$ cat src/rtl/dut_cmd_controller.sv
// rtl/dut_cmd_controller.sv - byte-stream command parser and DUT transaction sequencer
// Parses 4-byte frames, drives write/read/start/header transactions and serialises the response bytes.
module dut_cmd_controller #(
    parameter int BITWIDTH_DATA   = 16,
    parameter int BITWIDTH_ADR    = 6,
    parameter int NUM_BITS_HEADER = 32,
    parameter int READ_WAIT       = 2,
    parameter int CALC_TIMEOUT    = 65535,
    parameter int FRAME_TIMEOUT   = 100000
) (
    input  logic                       CLK,
    input  logic                       RST,
    input  logic [7:0]                 RX_DATA,
    input  logic                       RX_VALID,
    output logic [7:0]                 TX_DATA,
    output logic                       TX_VALID,
    input  logic                       TX_READY,
    output logic [5:0]                 SEL,
    output logic [BITWIDTH_ADR-1:0]    ADR,
    output logic                       RnW,
    output logic [BITWIDTH_DATA-1:0]   DATA_IN,
    output logic                       START_FLAG,
    input  logic [BITWIDTH_DATA-1:0]   DATA_OUT,
    input  logic [NUM_BITS_HEADER-1:0] HEAD_INFO,
    input  logic                       RDY_FLAG,
    output logic                       BUSY,
    output logic                       ERR_DROP
);

    localparam int CW = $clog2(CALC_TIMEOUT + 1);
    localparam int FW = $clog2(FRAME_TIMEOUT + 1);
    localparam int RW = (READ_WAIT > 1) ? $clog2(READ_WAIT + 1) : 1;

    localparam logic [1:0] CMD_WRITE  = 2'b00;
    localparam logic [1:0] CMD_READ   = 2'b01;
    localparam logic [1:0] CMD_START  = 2'b10;
    localparam logic [1:0] CMD_HEADER = 2'b11;

    typedef enum logic [1:0] {
        S_RX,
        S_EXEC,
        S_WAIT,
        S_TX
    } state_t;

    state_t                    state_q;
    logic [1:0]                byte_cnt_q;
    logic [7:0]                b0_q;
    logic [BITWIDTH_ADR-1:0]   adr_byte_q;
    logic [7:0]                b2_q;
    logic [1:0]                cmd_q;
    logic [5:0]                sel_q;
    logic [BITWIDTH_ADR-1:0]   adr_q;
    logic                      rnw_q;
    logic [BITWIDTH_DATA-1:0]  data_in_q;
    logic                      start_q;
    logic [7:0]                tx_data_q;
    logic                      tx_valid_q;
    logic                      err_q;
    logic [FW-1:0]             idle_q;
    logic [CW-1:0]             wait_q;
    logic [RW-1:0]             exec_q;
    logic [31:0]               resp_q;
    logic [1:0]                left_q;

    logic [31:0]               resp_d;
    logic [1:0]                left_d;
    logic                      load_tx_d;

    // Response word is left-aligned so every command shifts out MSB first.
    always_comb begin
        resp_d = {8'hA5, 24'h000000};
        left_d = 2'd0;
        case (cmd_q)
            CMD_READ: begin
                resp_d = {DATA_OUT, 16'h0000};
                left_d = 2'd1;
            end
            CMD_HEADER: begin
                resp_d = HEAD_INFO;
                left_d = 2'd3;
            end
            CMD_START: begin
                if (!RDY_FLAG) begin
                    resp_d = {8'hEE, 24'h000000};
                end
            end
            default: ;
        endcase
    end

    always_comb begin
        load_tx_d = 1'b0;
        if (state_q == S_EXEC) begin
            case (cmd_q)
                CMD_WRITE:  load_tx_d = (exec_q != '0);
                CMD_READ:   load_tx_d = (exec_q == RW'(READ_WAIT - 1));
                CMD_HEADER: load_tx_d = 1'b1;
                default:    load_tx_d = 1'b0;
            endcase
        end else if (state_q == S_WAIT && !start_q) begin
            // Ready on the final timeout cycle still yields the success byte.
            load_tx_d = RDY_FLAG || (wait_q == CW'(CALC_TIMEOUT - 1));
        end
    end

    always_ff @(posedge CLK) begin
        if (RST) begin
            state_q    <= S_RX;
            byte_cnt_q <= 2'd0;
            b0_q       <= 8'h00;
            adr_byte_q <= '0;
            b2_q       <= 8'h00;
            cmd_q      <= CMD_WRITE;
            sel_q      <= 6'd0;
            adr_q      <= '0;
            rnw_q      <= 1'b1;
            data_in_q  <= '0;
            start_q    <= 1'b0;
            tx_data_q  <= 8'h00;
            tx_valid_q <= 1'b0;
            err_q      <= 1'b0;
            idle_q     <= '0;
            wait_q     <= '0;
            exec_q     <= '0;
            resp_q     <= 32'h0;
            left_q     <= 2'd0;
        end else begin
            start_q <= 1'b0;
            rnw_q   <= 1'b1;
            if (RX_VALID && state_q != S_RX) begin
                err_q <= 1'b1;
            end
            case (state_q)
                S_RX: begin
                    if (RX_VALID) begin
                        idle_q     <= '0;
                        byte_cnt_q <= byte_cnt_q + 2'd1;
                        case (byte_cnt_q)
                            2'd0: b0_q       <= RX_DATA;
                            2'd1: adr_byte_q <= RX_DATA[BITWIDTH_ADR-1:0];
                            2'd2: b2_q       <= RX_DATA;
                            default: begin
                                cmd_q  <= b0_q[7:6];
                                sel_q  <= b0_q[5:0];
                                adr_q  <= adr_byte_q;
                                exec_q <= '0;
                                if (b0_q[7:6] == CMD_WRITE) begin
                                    data_in_q <= {b2_q, RX_DATA};
                                end
                                state_q <= S_EXEC;
                            end
                        endcase
                    end else if (byte_cnt_q != 2'd0) begin
                        if (idle_q == FW'(FRAME_TIMEOUT - 1)) begin
                            byte_cnt_q <= 2'd0;
                            idle_q     <= '0;
                        end else begin
                            idle_q <= idle_q + FW'(1);
                        end
                    end
                end
                S_EXEC: begin
                    case (cmd_q)
                        CMD_WRITE: begin
                            if (exec_q == '0) begin
                                rnw_q  <= 1'b0;
                                exec_q <= RW'(1);
                            end
                        end
                        CMD_READ: exec_q <= exec_q + RW'(1);
                        CMD_START: begin
                            start_q <= 1'b1;
                            wait_q  <= '0;
                            state_q <= S_WAIT;
                        end
                        default: ;
                    endcase
                end
                S_WAIT: begin
                    if (!start_q) begin
                        wait_q <= wait_q + CW'(1);
                    end
                end
                S_TX: begin
                    if (tx_valid_q && TX_READY) begin
                        if (left_q != 2'd0) begin
                            tx_data_q <= resp_q[31:24];
                            resp_q    <= {resp_q[23:0], 8'h00};
                            left_q    <= left_q - 2'd1;
                        end else begin
                            tx_valid_q <= 1'b0;
                            state_q    <= S_RX;
                        end
                    end
                end
                default: state_q <= S_RX;
            endcase
            if (load_tx_d) begin
                tx_data_q  <= resp_d[31:24];
                resp_q     <= {resp_d[23:0], 8'h00};
                left_q     <= left_d;
                tx_valid_q <= 1'b1;
                state_q    <= S_TX;
            end
        end
    end

    assign TX_DATA    = tx_data_q;
    assign TX_VALID   = tx_valid_q;
    assign SEL        = sel_q;
    assign ADR        = adr_q;
    assign RnW        = rnw_q;
    assign DATA_IN    = data_in_q;
    assign START_FLAG = start_q;
    assign BUSY       = (state_q != S_RX);
    assign ERR_DROP   = err_q;

endmodule

$ cat config.mk
export PLATFORM = sky130hd
export DESIGN_NAME = dut_cmd_controller
export DESIGN_NICKNAME = d
export VERILOG_FILES = /design/src/rtl/dut_cmd_controller.sv
export SDC_FILE = /design/constraint.sdc
export NUM_CORES = 1
export LEC_CHECK = 0
export ABC_CLOCK_PERIOD_IN_PS = 1900
export BUFFER_PORTS_ARGS = -buffer_cell sky130_fd_sc_hd__buf_2
export CAP_MARGIN = 20
export CORE_MARGIN = 2
export CORE_UTILIZATION = 50
export CTS_BUF_LIST = sky130_fd_sc_hd__clkbuf_16
export CTS_CLUSTER_SIZE = 28
export DETAILED_ROUTE_END_ITERATION = 16
export GPL_ROUTABILITY_DRIVEN = 0
export GPL_TIMING_DRIVEN = 1
export PLACE_DENSITY = 0.77
export SYNTH_ARGS = -nofsm -noshare
export SYNTH_HDL_FRONTEND = slang
export SYNTH_SLANG_ARGS = --single-unit
$ cat constraint.sdc
create_clock -name CLK -period 1.9 [get_ports CLK]
set_clock_uncertainty 0.1 [all_clocks]
set_input_delay 0.19 -clock CLK [delete_from_list [all_inputs] [get_ports CLK]]
set_output_delay 0.19 -clock CLK [all_outputs]
set_load 0.005 [all_outputs]
==> impl_metrics.toml <==
[synth]
yosysWarnings = 0
syn_area_um2 = 5860
yosys.area_share.simple_pct = 23.3
ys_async_sr_fraction_pct = 0
synth_xor_area_share_pct = 3.74
synth_compound_area_share_pct = 18.3
yosys.area.top_type_share_pct = 44.1
muxShareOfSynthArea_pct = 3.16
netlist_instances = 704
synth_top_family_by_area = "simple AND/OR/NAND/NOR gates"
synth.avg_cell_area_um2 = 8.32
yosys.area.top_type = "dfxtp_1"
yosys-top-cells-area = "dfxtp_1 44%, nand2_1 9.0%, a21oi_1 7.1%"
yosys_most_used_dff = "dfxtp_1"
syn-num-nets = 779
ys_types = 56
synthAdderAreaFrac_pct = 2.99
synth-edff-count = 0
ys_seq_elements = 129
ys_seq_area_share_pct = 44.1

[layout]
areaGrowthSynthToFinish_pct = 51.5
drive_gt1_share_pct = 39.8
layout.cells.most_common = "nand2_1"
finish.net_count = 987
mostFrequentLayoutCells = "133 x nand2_1, 120 x dfxtp_1, 101 x buf_2, 82 x buf_4, 60 x a21oi_1"
regArea_um2 = 2600
n_antenna_cell = 0
finish.instance_area_um2 = 8880
final_util_pct = 77.7
fillCellCount = 608
multiInputGateArea_um2 = 3650

[worst_setup_path]
path_max_fanout = 6
r2r_cells = 9
cp-start-kind = "flop"
end_kind = "flop"
r2r-start = "wait_q[1]"
arrival_ns = 2.44
worstPathRequired_ns = 2.14
critical_path_class = "reg -> reg"
r2r-end = "resp_q[13]"
r2r_setup_slack_ns = -0.30

[worst_hold_path]
worstHoldStart = "DATA_OUT[15]"
holdPathStages = 3
holdCritPathClass = "in -> reg"
min_to = "TX_DATA[7]"

[route]
antenna_left = 0
wl_per_cell_um = 22.8
num_vias = 6908
dr.pass1.iters = 7
finalWirelength_um = 24300
drtIter0Drc = 812
via_per_inst = 6.47
drc = 0

[placed_design]
portBuffers = 101
placed_area_um2 = 7050
hpwlAfterDp_um = 11000

[global_routing]
grt_usage_pct = 29.2
antenna_found_initial = 0
grt_max_degree = 27
grt-ovfl-total = 0
grt_pass1_wl_um = 29800
grt_pass1_vias = 6230

[clock_network]
clk_pin_slew_worst_paths_ns = 0.07
insertion_delay_ns = 0.43
clock-sinks = 129
cts-root-buf = "clkbuf_16"
max-clock-path-buffers = 2
h-tree-depth = 4
numCtsBuffers = 17
tritoncts = "yes"

[sta]
period_share_pct = 116
worst_slew_pin_slew_ns = 0.601
relSlewSlack_pct = 59.8
period_needed_ns = 2.20
setup_slack_ns = -0.302
max_clock_freq_mhz = 454
hold_violations = 0
setup_viol = 63
finalMaxSlewViolations = 0
rsz0062_at_grt = "yes"

[outcome]
status = "complete, but fails checks"
violations = "setup timing"

[die]
pin_count = 102
core_um2 = 11400
dieArea_um2 = 12600
std_cell_rows = 39
dieWidth_um = 112
start_util_pct = 51.3
dieHeight_um = 112

[run]
maxCapViolations = 0

[power_and_ir_drop]
leakage_nw = 3.49
ir_drop_mv = 0.864
power_density_nw_per_um2 = 1280
[per-layer routing]
| metal | wire, um | part of all wire (%) | GRT usage, % |
|---|---|---|---|
| met1 | 8300 | 34 | 32.1 |
| met2 | 11500 | 47 | 52.0 |
| met3 | 2370 | 9.8 | 6.70 |
| met4 | 2140 | 8.8 | 16.0 |
| met5 | 0 | 0 | 0 |
[cell usage after synthesis, drive strengths merged, types with 11 or more instances]
cell type,count
nand3,37
inv,16
buf,21
dfxtp,129
a311oi,15
nand2,141
o31ai,12
o21ai,17
nor2,52
mux2,12
ha,14
clkbuf,25
xor2,21
nand4,14
a211oi,11
a21oi,83
[per-stage QoR]
stage,setup TNS (ns),hold WS [ns],setup WS [ns],instances,total power (W)
global placement,-0.782,0.316,-0.0596,985,0.00601
CTS,-0.103,0.0110,-0.0313,1052,0.00993
floorplan,-0.149,0.223,-0.0226,704,0.00506
finish,-6.27,0.00841,-0.302,1068,0.0114
global route,-9.07,0.0365,-0.313,1068,0.0116
detailed placement,-3.89,0.322,-0.131,985,0.00614
[logic make-up after synthesis]
logic type / count (synthesis)
multiplexers: 17
XOR/XNOR: 25
flip-flops: 129
buffers and inverters: 63
adder cells (fa/ha/maj): 14
AND/OR/NAND/NOR: 293
AO/OA/AOI/OAI: 163
[sequential cells by signal, indices dropped and copies added (netlist names)]
name and flops:
wait_q 16, cmd_q 2, idle_q 17, state_q 2, START_FLAG 1, b2_q 8
ADR 6, DATA_IN 16, SEL 6, exec_q 2, adr_byte_q 6, TX_DATA 8
resp_q 24, b0_q 8, byte_cnt_q 2, RnW 1, left_q 2, ERR_DROP 1
TX_VALID 1
[final cells by class]
| class | count | area share (%) |
|---|---|---|
| sequential | 129 | 29.3 |
| clock inverter | 15 | 1.62 |
| timing repair buffer | 235 | 20.4 |
| inverter | 17 | 0.832 |
| multi-input combinational | 512 | 41.1 |
| clock buffer | 17 | 4.79 |
| tap | 143 | 2.02 |
[worst max-delay path by stage]
stage / slack (ns) / endpoint / startpoint / depth (start not counted)
floorplan: -0.02 / state_q[0] / state_q[1] / 8
global placement: -0.06 / left_q[1] / wait_q[0] / 9
detailed placement: -0.13 / resp_q[29] / state_q[1] / 8
CTS: -0.03 / resp_q[30] / wait_q[0] / 9
global route: -0.31 / resp_q[13] / wait_q[0] / 10
finish: -0.30 / resp_q[13] / wait_q[1] / 9
[report_power, final]
part	internal (W)	total (W)	switching, W
Combinational	0.00216	0.00472	0.00255
Clock	0.00192	0.00327	0.00135
Sequential	0.00309	0.00342	0.000327
Total	0.00717	0.0114	0.00423
[critical path, cell delays in order, from the launching register on]
cell and delay, ns:
dfxtp_2 0.37, ha_4 0.14, and4_4 0.22, nand4_4 0.13, buf_6 0.16, a211oi_4 0.34
buf_6 0.20, clkbuf_16 0.16, a32oi_1 0.07, nor2_1 0.22
[what timing repair did]
action | CTS | global route
hold buffers | 28 | 0
pin swaps | 18 | 56
resized for setup | 50 | 114
buffers inserted | 4 | 13
setup endpoints to repair | 75 | 93
endpoints found under the hold margin | 46 | 0
gates cloned | 3 | 5
Power figures use the tool's default switching activity.
